**src/rtl/alu_instr_encoder.sv**
```systemverilog
// Encodes ALU control requests into RV32I OP / OP-IMM words and writes them into
// instruction memory one at a time, with optional read-back verify.

package alu_instr_encoder_pkg;
    localparam logic [3:0] ALU_ADD  = 4'd0;
    localparam logic [3:0] ALU_SUB  = 4'd1;
    localparam logic [3:0] ALU_SLL  = 4'd2;
    localparam logic [3:0] ALU_LT   = 4'd3;
    localparam logic [3:0] ALU_LTU  = 4'd4;
    localparam logic [3:0] ALU_XOR  = 4'd5;
    localparam logic [3:0] ALU_SRL  = 4'd6;
    localparam logic [3:0] ALU_SRA  = 4'd7;
    localparam logic [3:0] ALU_OR   = 4'd8;
    localparam logic [3:0] ALU_AND  = 4'd9;
    localparam logic [3:0] ALU_EQ   = 4'd10;
    localparam logic [3:0] ALU_GTE  = 4'd11;
    localparam logic [3:0] ALU_GTEU = 4'd12;
    localparam logic [3:0] ALU_NOP  = 4'd15;

    localparam logic [6:0] OPC_OP     = 7'b0110011;
    localparam logic [6:0] OPC_OP_IMM = 7'b0010011;

    typedef struct packed {
        logic [3:0]  alu_op;
        logic        is_imm;
        logic [4:0]  rd;
        logic [4:0]  rs1;
        logic [4:0]  rs2;
        logic [11:0] imm;
    } alu_req_t;
endpackage

module alu_instr_encoder
    import alu_instr_encoder_pkg::*;
#(
    parameter int unsigned ADDR_W = 12,
    parameter bit          VERIFY = 1'b1,
    parameter int unsigned RD_LAT = 1
) (
    input  logic              clk,
    input  logic              rst_n,
    input  logic              base_load,
    input  logic [ADDR_W-1:0] base_addr,
    input  logic              req_valid,
    output logic              req_ready,
    input  logic [3:0]        req_alu_op,
    input  logic              req_is_imm,
    input  logic [4:0]        req_rd,
    input  logic [4:0]        req_rs1,
    input  logic [4:0]        req_rs2,
    input  logic [11:0]       req_imm,
    output logic              imem_we,
    output logic              imem_re,
    output logic [ADDR_W-1:0] imem_addr,
    output logic [31:0]       imem_din,
    input  logic              imem_wready,
    input  logic [31:0]       imem_dout,
    output logic              done_pulse,
    output logic              err_illegal,
    output logic              err_verify,
    output logic              wrapped,
    output logic [ADDR_W-1:0] wr_ptr
);
    localparam int unsigned CNT_W = 2;

    typedef enum logic [1:0] {S_IDLE, S_ENC, S_WRITE, S_VERIFY} state_e;

    state_e            state_q, state_d;
    alu_req_t          req_q, req_d;
    logic [CNT_W-1:0]  cnt_q, cnt_d;
    logic              req_ready_d, imem_we_d, imem_re_d, err_illegal_d, err_verify_d, wrapped_d;
    logic [ADDR_W-1:0] imem_addr_d, wr_ptr_d;
    logic [31:0]       imem_din_d;

    logic [2:0]  funct3;
    logic [6:0]  funct7;
    logic        legal;
    logic        is_shift;
    logic [31:0] word;

    // Instruction word built from the captured request
    always_comb begin
        funct3   = 3'b000;
        funct7   = 7'b0000000;
        legal    = 1'b1;
        is_shift = 1'b0;
        word     = 32'h0;
        case (req_q.alu_op)
            ALU_ADD: funct3 = 3'b000;
            ALU_SUB: begin
                funct3 = 3'b000;
                funct7 = 7'b0100000;
                legal  = !req_q.is_imm;
            end
            ALU_SLL: begin
                funct3   = 3'b001;
                is_shift = 1'b1;
            end
            ALU_LT:  funct3 = 3'b010;
            ALU_LTU: funct3 = 3'b011;
            ALU_XOR: funct3 = 3'b100;
            ALU_SRL: begin
                funct3   = 3'b101;
                is_shift = 1'b1;
            end
            ALU_SRA: begin
                funct3   = 3'b101;
                funct7   = 7'b0100000;
                is_shift = 1'b1;
            end
            ALU_OR:  funct3 = 3'b110;
            ALU_AND: funct3 = 3'b111;
            default: legal = 1'b0;
        endcase
        if (!req_q.is_imm)
            word = {funct7, req_q.rs2, req_q.rs1, funct3, req_q.rd, OPC_OP};
        else if (is_shift)
            word = {funct7, req_q.imm[4:0], req_q.rs1, funct3, req_q.rd, OPC_OP_IMM};
        else
            word = {req_q.imm, req_q.rs1, funct3, req_q.rd, OPC_OP_IMM};
    end

    // Next-state and next-output logic
    always_comb begin
        state_d       = state_q;
        req_d         = req_q;
        cnt_d         = cnt_q;
        req_ready_d   = 1'b0;
        imem_we_d     = 1'b0;
        imem_re_d     = 1'b0;
        imem_addr_d   = imem_addr;
        imem_din_d    = imem_din;
        err_illegal_d = 1'b0;
        err_verify_d  = err_verify;
        wrapped_d     = wrapped;
        wr_ptr_d      = wr_ptr;
        done_pulse    = 1'b0;
        case (state_q)
            S_IDLE: begin
                req_ready_d = 1'b1;
                if (base_load) begin
                    wr_ptr_d  = base_addr;
                    wrapped_d = 1'b0;
                end
                if (req_valid && req_ready) begin
                    req_d.alu_op = req_alu_op;
                    req_d.is_imm = req_is_imm;
                    req_d.rd     = req_rd;
                    req_d.rs1    = req_rs1;
                    req_d.rs2    = req_rs2;
                    req_d.imm    = req_imm;
                    req_ready_d  = 1'b0;
                    state_d      = S_ENC;
                end
            end
            S_ENC: begin
                if (legal) begin
                    imem_we_d   = 1'b1;
                    imem_addr_d = wr_ptr;
                    imem_din_d  = word;
                    state_d     = S_WRITE;
                end else begin
                    err_illegal_d = 1'b1;
                    req_ready_d   = 1'b1;
                    state_d       = S_IDLE;
                end
            end
            S_WRITE: begin
                imem_we_d = 1'b1;
                if (imem_wready) begin
                    imem_we_d = 1'b0;
                    wr_ptr_d  = wr_ptr + ADDR_W'(1);
                    if (wr_ptr == '1)
                        wrapped_d = 1'b1;
                    if (VERIFY) begin
                        imem_re_d = 1'b1;
                        cnt_d     = '0;
                        state_d   = S_VERIFY;
                    end else begin
                        done_pulse  = 1'b1;
                        req_ready_d = 1'b1;
                        state_d     = S_IDLE;
                    end
                end
            end
            S_VERIFY: begin
                // imem_addr/imem_din still hold the written address and word
                cnt_d = cnt_q + CNT_W'(1);
                if (cnt_q == CNT_W'(RD_LAT)) begin
                    done_pulse  = 1'b1;
                    if (imem_dout != imem_din)
                        err_verify_d = 1'b1;
                    req_ready_d = 1'b1;
                    state_d     = S_IDLE;
                end
            end
            default: begin
                req_ready_d = 1'b1;
                state_d     = S_IDLE;
            end
        endcase
    end

    // State and registered outputs
    always_ff @(posedge clk or negedge rst_n) begin
        if (!rst_n) begin
            state_q     <= S_IDLE;
            req_q       <= '0;
            cnt_q       <= '0;
            req_ready   <= 1'b1;
            imem_we     <= 1'b0;
            imem_re     <= 1'b0;
            imem_addr   <= '0;
            imem_din    <= '0;
            err_illegal <= 1'b0;
            err_verify  <= 1'b0;
            wrapped     <= 1'b0;
            wr_ptr      <= '0;
        end else begin
            state_q     <= state_d;
            req_q       <= req_d;
            cnt_q       <= cnt_d;
            req_ready   <= req_ready_d;
            imem_we     <= imem_we_d;
            imem_re     <= imem_re_d;
            imem_addr   <= imem_addr_d;
            imem_din    <= imem_din_d;
            err_illegal <= err_illegal_d;
            err_verify  <= err_verify_d;
            wrapped     <= wrapped_d;
            wr_ptr      <= wr_ptr_d;
        end
    end
endmodule
```
**config.mk**
```make
export PLATFORM = sky130hd
export DESIGN_NAME = alu_instr_encoder
export DESIGN_NICKNAME = d
export VERILOG_FILES = /design/src/rtl/alu_instr_encoder.sv
export SDC_FILE = /design/constraint.sdc
export NUM_CORES = 1
export LEC_CHECK = 0
export ABC_AREA = 1
export CAP_MARGIN = 40
export CELL_PAD_IN_SITES_DETAIL_PLACEMENT = 0
export CELL_PAD_IN_SITES_GLOBAL_PLACEMENT = 1
export CORE_UTILIZATION = 36
export DETAILED_ROUTE_END_ITERATION = 12
export PLACE_DENSITY = 0.86
export SLEW_MARGIN = 20
export SYNTH_ARGS = -nofsm -noshare
export SYNTH_HDL_FRONTEND = slang
export SYNTH_SLANG_ARGS = --single-unit
```
**constraint.sdc**
```tcl
create_clock -name clk -period 3.6 [get_ports clk]
set_input_delay 0.36 -clock clk [delete_from_list [all_inputs] [get_ports clk]]
set_output_delay 0.36 -clock clk [all_outputs]
set_load 0.03 [all_outputs]
```
==> qor.yml, run 1 <==
outcome:
  status: "finished clean"
final_layout:
  layout_common_cells: "224 x nand2_1, 139 x clkdlybuf4s50_1, 92 x dfrtp_1, 45 x inv_1, 37 x nor2_1"
  fin_nets: 790
  final_area_um2: 6374
  area_growth_pct: 39.14
  final_common_cell: "nand2_1"
  drive_gt1_frac: 0.06082
  nFillCells: 1185
  antenna_cells: 0
floorplanning:
  rows: 40
  core_um2: 12210
  die-area_um2: 13180
  io_pins: 144
  initial_core_util: 0.3751
  fp.dieH_um: 114.8
  die_x_um: 114.8
critical_path:
  cp.arrival_ps: 2720
  cp_max_fo: 23
  worstPathRequired_ps: 3800
  path_cells: "inv_1 -> ha_1 -> inv_2 -> nand2_1 -> nand2_1 -> o21ai_2 -> inv_2 -> o21ai_0 -> a22oi_1"
  critical_path.startpoint_type: "flip-flop"
  crit_type: "flip-flop to flip-flop"
  cp-end-kind: "flip-flop"
  critPathMaxStageDelay_ps: 690
  cpMaxStageDelayCell: "ha_1"
global_routing:
  antenna_found_initial: 0
  grt_overflow: 0
  globalRouteTotalUtil: 0.1924
  grt_pass1_vias: 3941
  grt_first_pass_wirelength_mm: 19.44
  grt_max_degree: 52
timing:
  timing.final.ws_setup_ps: 1077
  post-route-period-util: 0.7009
  hold_violations: 0
  fin_crit_ps: 2523
  slew_violations: 0
  fin_setup_tns_ps: 0
  clock.fmax_mhz: 396.3
  rsz0062_at_grt: "false"
  setup_viol: 0
  clock_skew_ps: 4.377
  tightest_slew_ps: 806.9
  slew_headroom: 0.4621
min_path:
  hold_path.class: "input pin to async pin"
clock_network:
  cts_made_buffers: 9
  hold_buffers: 0
  cts.sinks: 93
  root_buffer: "clkbuf_16"
  htree_levels: 3
  cts_resized: 0
  cts_tree: "done"
  clock_latency_ps: 330
  clk_path_buf_depth: 2
  path_clk_slew_ps: 60
  cts_setup_buffers: 0
placement:
  dpl_worst_slack_ps: 1167
  numPortBuffers: 140
  dpl_cell_area_um2: 6073
  hpwl_mm: 8.812
  place_congestion: 0.8142
routing:
  via_per_inst: 4.643
  drcViolationCount: 0
  wl_per_cell_um: 13.67
  drt-met1-wl_mm: 5.413
  wl_met2_mm: 5.915
  wl_mm: 11.96
  first_pass_iters: 4
  drt_iter0_markers: 161
  dr_wl_met3_um: 435
  maxUsedRoutingLayer: "met4"
  ant_nets: 0
  num_vias: 4063
synth:
  synth_ff_type: "dfrtp_1"
  ys_ff_latch: 93
  ys_seq_area_frac: 0.5083
  yosys_warnings: 0
  syn_inst: 571
  syn-cell-area_um2: 4581
  ys_async_sr_fraction: 1.000
  synth-edff-count: 0
  syn_area_per_cell_um2: 8.022
  synth_cell_type_count: 36
power_and_ir_drop:
  vdd_drop_max_mv: 0.2812
  p_leak_nw: 3.000
  power.density_nw_per_um2: 874.4
run:
  maxCapViolations: 0
[stage by stage]
stage | power [mW] | util | instances | hold slack, ps
finish | 5.573 | 0.5219 | 875 | 48.65
global placement | 4.588 | 0.4973 | 860 | 419.7
global route | 6.003 | 0.5219 | 875 | 81.19
floorplan | 3.688 | - | 573 | 64.41
detailed placement | 4.649 | 0.4973 | 860 | 432.4
CTS | 5.627 | 0.5219 | 875 | 72.65
[synthesized netlist by cell type (3+ instances only)]
cell type / n / area (um^2)
inv_1: 45 / 168.9
o22ai_1: 3 / 18.77
a21oi_1: 18 / 90.09
nand2_1: 224 / 840.8
ha_1: 6 / 75.07
nor3_1: 4 / 20.02
buf_2: 11 / 55.05
dfrtp_1: 92 / 2302
o31ai_2: 5 / 62.56
buf_4: 7 / 52.55
o21ai_1: 32 / 160.2
xnor2_1: 21 / 183.9
clkbuf_1: 3 / 11.26
nor2_1: 37 / 138.9
o21ai_0: 13 / 65.06
nand3_1: 14 / 70.07
inv_2: 8 / 30.03
buf_6: 3 / 33.78
[registers in the layout (all words and copies together), names as in the netlist, named ones only]
register     flops
req_q           32
imem_din        27
imem_we          1
err_verify       1
imem_re          1
err_illegal      1
imem_addr       12
req_ready        1
state_q          1
cnt_q            2
wrapped          1
wr_ptr          12
[critical path: cells and delay by family, from the launching register on]
family / cells / cell delay (ps)
buffers and inverters: 3 / 590
adders and majority gates: 1 / 690
DFF: 1 / 420
AOI/OAI and AO/OA: 3 / 420
and+or+nand+nor: 2 / 250
[power by group]
group	switching, mW	total [mW]	internal [mW]
sequential	0.405	1.91	1.51
combinational	1.66	2.71	1.05
clock	0.377	0.947	0.569
[kinds of logic (layout without fill, tap and decap cells)]
| family | count (synthesis) | in the layout | synth area share |
|---|---|---|---|
| simple gates | 289 | 289 | 0.2494 |
| xor+xnor | 22 | 22 | 0.04207 |
| fa+ha+maj | 6 | 6 | 0.01639 |
| compound gates | 82 | 82 | 0.1049 |
| buf+inv | 78 | 212 | 0.07812 |
| other cells | 1 | 3 | 0.0008187 |
| flops | 93 | 93 | 0.5083 |
[worst paths after layout]
check | start | to | slack, ps | depth (start not counted)
setup reg to reg | state_q[0] | wr_ptr[6] | 1080 | 9
hold / removal | rst_n | imem_re | 50 | 1
min in group clk | req_q[20] | imem_din[18] | 470 | 2
setup / recovery | state_q[0] | wr_ptr[6] | 1080 | 9
hold reg to reg | req_q[20] | imem_din[18] | 470 | 2
max in group asynchronous | rst_n | req_ready | 2720 | 2
[metal layers]
layer,global-route usage,vias up
met5,0,-
met4,0.06753,0
met3,0.03532,14
met2,0.3220,96
met1,0.2512,1911
li1,-,2042
[layout make-up]
type / count / area [um^2] / area share
multi-input combinational: 402 / 1908 / 0.2994
clock inverter: 4 / 47.55 / 0.007460
clock buffer: 11 / 252.7 / 0.03965
inverter: 54 / 205.2 / 0.03219
sequential: 93 / 2328 / 0.3653
timing repair buffer: 143 / 1421 / 0.2230
tap: 168 / 210.2 / 0.03298
(Power assumes the default switching activity.)
==> run 2, diff against run 1 <==
--- a/config.mk
+++ b/config.mk
@@ -9,9 +9,9 @@
 export CAP_MARGIN = 40
 export CELL_PAD_IN_SITES_DETAIL_PLACEMENT = 0
 export CELL_PAD_IN_SITES_GLOBAL_PLACEMENT = 1
-export CORE_UTILIZATION = 36
+export CORE_UTILIZATION = 34
 export DETAILED_ROUTE_END_ITERATION = 12
-export PLACE_DENSITY = 0.86
+export PLACE_DENSITY = 0.82
 export SLEW_MARGIN = 20
 export SYNTH_ARGS = -nofsm -noshare
 export SYNTH_HDL_FRONTEND = slang
==> constraint.sdc (replaced) <==
create_clock -name clk -period 2.65 [get_ports clk]
set_input_delay 0.265 -clock clk [delete_from_list [all_inputs] [get_ports clk]]
set_output_delay 0.265 -clock clk [all_outputs]
set_load 0.03 [all_outputs]
==> qor.yml, run 2 (synthesis gave the netlist of run 1 again) <==
global_routing:
  globalRouteTotalUtil: 0.1718
  antenna_found_initial: 0
  grt_max_degree: 53
  grt_pass1_vias: 3854
  grt_first_pass_wirelength_mm: 19.16
  grt_overflow: 0
critical_path:
  cp-end-kind: "output pin"
  path_cells: "ha_1 -> nand2_1 -> inv_1 -> clkdlybuf4s50_1"
  cp.arrival_ps: 1820
  cpLargestDelayFamily: "buffers and inverters"
  crit_type: "flip-flop to output pin"
  critical_path.startpoint_type: "flip-flop"
  path_buf_inv: 2
  cpMaxStageDelayCell: "clkdlybuf4s50_1"
  cp_max_fo: 4
  ff2ff_setup_slack_ps: 680
  critPathMaxStageDelay_ps: 700
  worstPathRequired_ps: 2380
routing:
  drt_iter0_markers: 207
  maxUsedRoutingLayer: "met4"
  wl_mm: 11.75
  via_per_inst: 4.589
  first_pass_iters: 4
  drt-met1-wl_mm: 5.526
  wl_per_cell_um: 13.29
  wl_met2_mm: 5.645
  num_vias: 4057
  ant_nets: 0
  drcViolationCount: 0
  dr_wl_met3_um: 319
clock_network:
  cts.sinks: 93
  clock_latency_ps: 330
  hold_buffers: 1
  cts_setup_buffers: 0
  htree_levels: 3
  cts_made_buffers: 9
  root_buffer: "clkbuf_16"
  cts_tree: "done"
  clk_path_buf_depth: 2
  path_clk_slew_ps: 60
  cts_resized: 0
floorplanning:
  die_x_um: 118.1
  io_pins: 144
  rows: 42
  fp.dieH_um: 118.1
  die-area_um2: 13940
  core_um2: 13190
  initial_core_util: 0.3473
placement:
  place_congestion: 0.8497
  hpwl_mm: 8.791
  numPortBuffers: 140
  dpl_cell_area_um2: 6103
timing:
  clock_skew_ps: 6.712
  post-route-period-util: 0.7880
  tightest_slew_ps: 673.3
  fin_setup_tns_ps: 0
  clock.fmax_mhz: 478.9
  rsz0062_at_grt: "false"
  setup_viol: 0
  slew_violations: 0
  fin_crit_ps: 2088
  hold_violations: 0
  slew_headroom: 0.5511
final_layout:
  final_common_cell: "nand2_1"
  area_growth_pct: 39.61
  antenna_cells: 0
  drive_gt1_frac: 0.05791
  layout_common_cells: "224 x nand2_1, 139 x clkdlybuf4s50_1, 92 x dfrtp_1, 45 x inv_1, 37 x nor2_1"
  final_area_um2: 6395
  largest_reg_flops: 32
  top_register: "req_q"
  fin_nets: 792
  nFillCells: 1303
  reg_top3: "req_q x32, imem_din x27"
power_and_ir_drop:
  p_seq_frac: 0.347
  switching_power_mw: 3.290
  p_leak_nw: 3.005
  vdd_drop_max_mv: 0.4166
  power.density_nw_per_um2: 1177
  clock_power_share: 0.164
  switching_share: 0.4370
  combPwrFrac: 0.489
  power.internal_mw: 4.239
min_path:
  hold_path.class: "flip-flop to flip-flop"
outcome:
  status: "finished clean"
run:
  maxCapViolations: 0
-- run 2: power by group through the flow --
stage          clock network, mW  logic, mW  registers, mW
2_1_floorplan                  0       1.86           3.15
3_3_place_gp                   0       3.65           2.62
3_5_place_dp                   0       3.71           2.63
4_1_cts                     1.27       3.73           2.61
5_1_grt                     1.32       4.07           2.70
6_report                    1.24       3.68           2.61
-- run 2: metrics by stage --
step | setup slack (ps) | std cells | utilization | total power [mW] | hold slack (ps)
after global placement | 755.8 | 869 | 0.4627 | 6.268 | 344.0
final | 561.9 | 884 | 0.4848 | 7.530 | 466.1
after global routing | 440.3 | 884 | 0.4848 | 8.083 | 473.3
after CTS | 531.8 | 884 | 0.4848 | 7.611 | 465.3
after floorplan | 1053 | 573 | - | 5.010 | -30.59
after detailed placement | 707.8 | 869 | 0.4627 | 6.341 | 347.8
-- run 2: final cells by class --
class	instances	area (um^2)	share of cell area
clock buffer	12	246.5	0.03854
clock inverter	2	35.03	0.005478
inverter	54	205.2	0.03209
multi-input combinational	402	1908	0.2984
sequential	93	2328	0.3641
tap	176	220.2	0.03444
timing repair buffer	145	1451	0.2270
-- run 2: layer usage --
layer | vias up | global-route usage
met1 | 1903 | 0.2329
met2 | 90 | 0.2801
met3 | 20 | 0.02035
met5 | - | 0
li1 | 2044 | -
met4 | 0 | 0.06651
-- run 2: final timing paths --
check | start | to | cells after the start
min in group asynchronous | rst_n | imem_din[27] | 2
worst min-delay path | err_verify | err_verify | 2
worst max-delay path | state_q[0] | done_pulse | 4
max in group asynchronous | rst_n | req_ready | 3
worst min register to register | err_verify | err_verify | 2
worst max register to register | state_q[0] | wr_ptr[6] | 9
-- run 2: worst register-to-register path: stages, from the launching register on --
cell and delay [ps]:
dfrtp_1 390, inv_1 90, ha_1 270, inv_2 210
nand2_1 100, nand2_1 110, o21ai_2 150, inv_2 260
o21ai_0 140, a22oi_1 170
==> edit (config.mk and constraints of run 1) <==
`ADDR_W`: 12 -> 11.
--- a/src/rtl/alu_instr_encoder.sv
+++ b/src/rtl/alu_instr_encoder.sv
@@ -35,3 +35,3 @@
 #(
-    parameter int unsigned ADDR_W = 12,
+    parameter int unsigned ADDR_W = 11,
     parameter bit          VERIFY = 1'b1,
Interface: changed (resized base_addr, imem_addr and wr_ptr); port bits go from 144 to 141. No check against the original RTL was run, so the function may have changed too.
==> edit against run 1 <==
Synthesized cell count down 2.6%. Total power is 2.7% lower. Critical path type is now register to output pin. Worst setup slack better by 0.30 ns. Sequential cell count is 2 lower. Synthesized area fell by 3.4%. Design area decreased by 2.4%. Clock skew grew 0.0025 ns. Count of clock-buffer cells in the layout is 1 higher. Wire length decreased by 3.5%. Clock power barely moved.
==> edit: results (changes against run 1) <==
Worst reg2reg path endpoint - wr_ptr[2]$_DFFE_PN0P_ (was wr_ptr[6]$_DFFE_PN0P_)
First-pass GRT wire length - 18.9 mm (was 19.4 mm)
Fraction of layout cells with a size suffix above 1 - 4.47% (was 6.08%)
GP Congestion - 0.874 (was 0.814)
Status - finished clean (unchanged)
Count of cell types in the netlist - 35 (was 36)
Fillers - 1216 (was 1185)
Max FO, Critical Path - 4 (was 23)
Placed Cells - 823 (was 860)
Ys async rst share - 100% (unchanged)
Setup slack, reg-to-reg - 1.40 ns (was 1.08 ns)
GRT Total Usage - 19.0% (was 19.2%)
Layout net count - 774 (was 790)
Largest net degree at the start of global routing - 56 (was 52)
Post-CTS setup buffers - 0 (unchanged)
Vias in the first global route - 3960 (was 3941)
Setup Skew - 0.00687 ns (was 0.00438 ns)
Non-filler instance count after layout - 840 (was 875)
Max-Slew Margin vs Limit - 58.8% (was 46.2%)
VDD IR-drop max - 0.428 mV (was 0.281 mV)
Wl on met1 - 5.57 mm (was 5.41 mm)
Largest registers - req_q: 32 flops, imem_din: 27 flops (unchanged)
Cell family with most CP delay - buffers and inverters (was adder cells)
DRT iter0 DRCs - 148 (was 161)
R2r worst-path depth - 10 (was 9)
P_int - 3050 uW (was 3130 uW)
# port buffers - 137 (was 140)
Worst EP arrival - 1.86 ns (was 2.72 ns)
Commonest cells in the netlist - nand2_1, dfrtp_1, inv_1, nor2_1, o21ai_0 (was nand2_1, dfrtp_1, inv_1, nor2_1, o21ai_1)
Routed WL - 11.5 mm (was 12.0 mm)
Sequential element share of the synthesized area - 51.5% (was 50.8%)
Met3 Routed Length - 701 um (was 435 um)
Die area - 12700 um2 (was 13200 um2)
DP HPWL - 8.47 mm (was 8.81 mm)
Largest cells by area after synthesis - dfrtp_1, nand2_1, xnor2_1 (unchanged)
Cells after Synth - 556 (was 571)
Slowest-stage cell, CP - clkdlybuf4s50_1 (was ha_1)
Static Leak - 0.00292 uW (was 0.00300 uW)
[edit: cells by family (layout without fill, tap and decap cells)]
logic type,after synthesis,count (layout),synth area share [%]
compound gates,82,82,10.1
xor+xnor,24,24,4.75
fa+ha+maj,6,6,1.70
buf+inv,76,211,7.44
flops,91,91,51.5
other cells,1,3,0.0847
simple gates,276,276,24.4
[edit: repair_timing]
action,in CTS,in global routing
endpoints found under the hold margin,24,0
resized for setup,0,0
hold buffers,1,0
[edit: how the worst max path moves through the flow]
stage	endpoint	startpoint	cells past startpoint
final	done_pulse	state_q[0]$_DFFE_PN0P_	4
after global routing	wr_ptr[2]$_DFFE_PN0P_	state_q[0]$_DFFE_PN0P_	10
after CTS	done_pulse	state_q[0]$_DFFE_PN0P_	4
after detailed placement	req_q[24]$_DFFE_PN0P_	state_q[0]$_DFFE_PN0P_	8
after global placement	req_q[12]$_DFFE_PN0P_	state_q[0]$_DFFE_PN0P_	8
after floorplan	wr_ptr[6]$_DFFE_PN0P_	state_q[0]$_DFFE_PN0P_	10
[edit: per-stage QoR]
stage	util (%)	hold WS (ns)	setup slack, ns	area (um2)	power, uW
floorplan	-	0.0644	1.98	4430	3530
global placement	49.0	0.450	1.54	5880	4440
detailed placement	49.2	0.301	1.45	5910	4510
CTS	51.8	0.467	1.36	6220	5480
global route	51.8	0.489	1.23	6220	5840
finish	51.8	0.462	1.38	6220	5420
[edit: cell type report]
type / count / share of cell area (%)
Sequential cell: 91 / 36.6
Multi-Input combinational cell: 391 / 29.5
Timing Repair Buffer: 142 / 23.0
Clock buffer: 12 / 3.96
Inverter: 53 / 3.20
Tap cell: 147 / 2.96
Clock inverter: 4 / 0.805
[edit: layer usage]
layer	global-route usage, %	vias up
met4	5.61	0
met1	25.6	1827
met5	0	-
met3	4.82	12
li1	-	1990
met2	30.3	124
[edit: power groups by stage]
stage	Combinational, uW	Clock, uW	Sequential (uW)
floorplan	1260	0	2260
global placement	2600	0	1850
detailed placement	2650	0	1860
CTS	2670	966	1850
global route	2910	1010	1910
finish	2630	946	1850
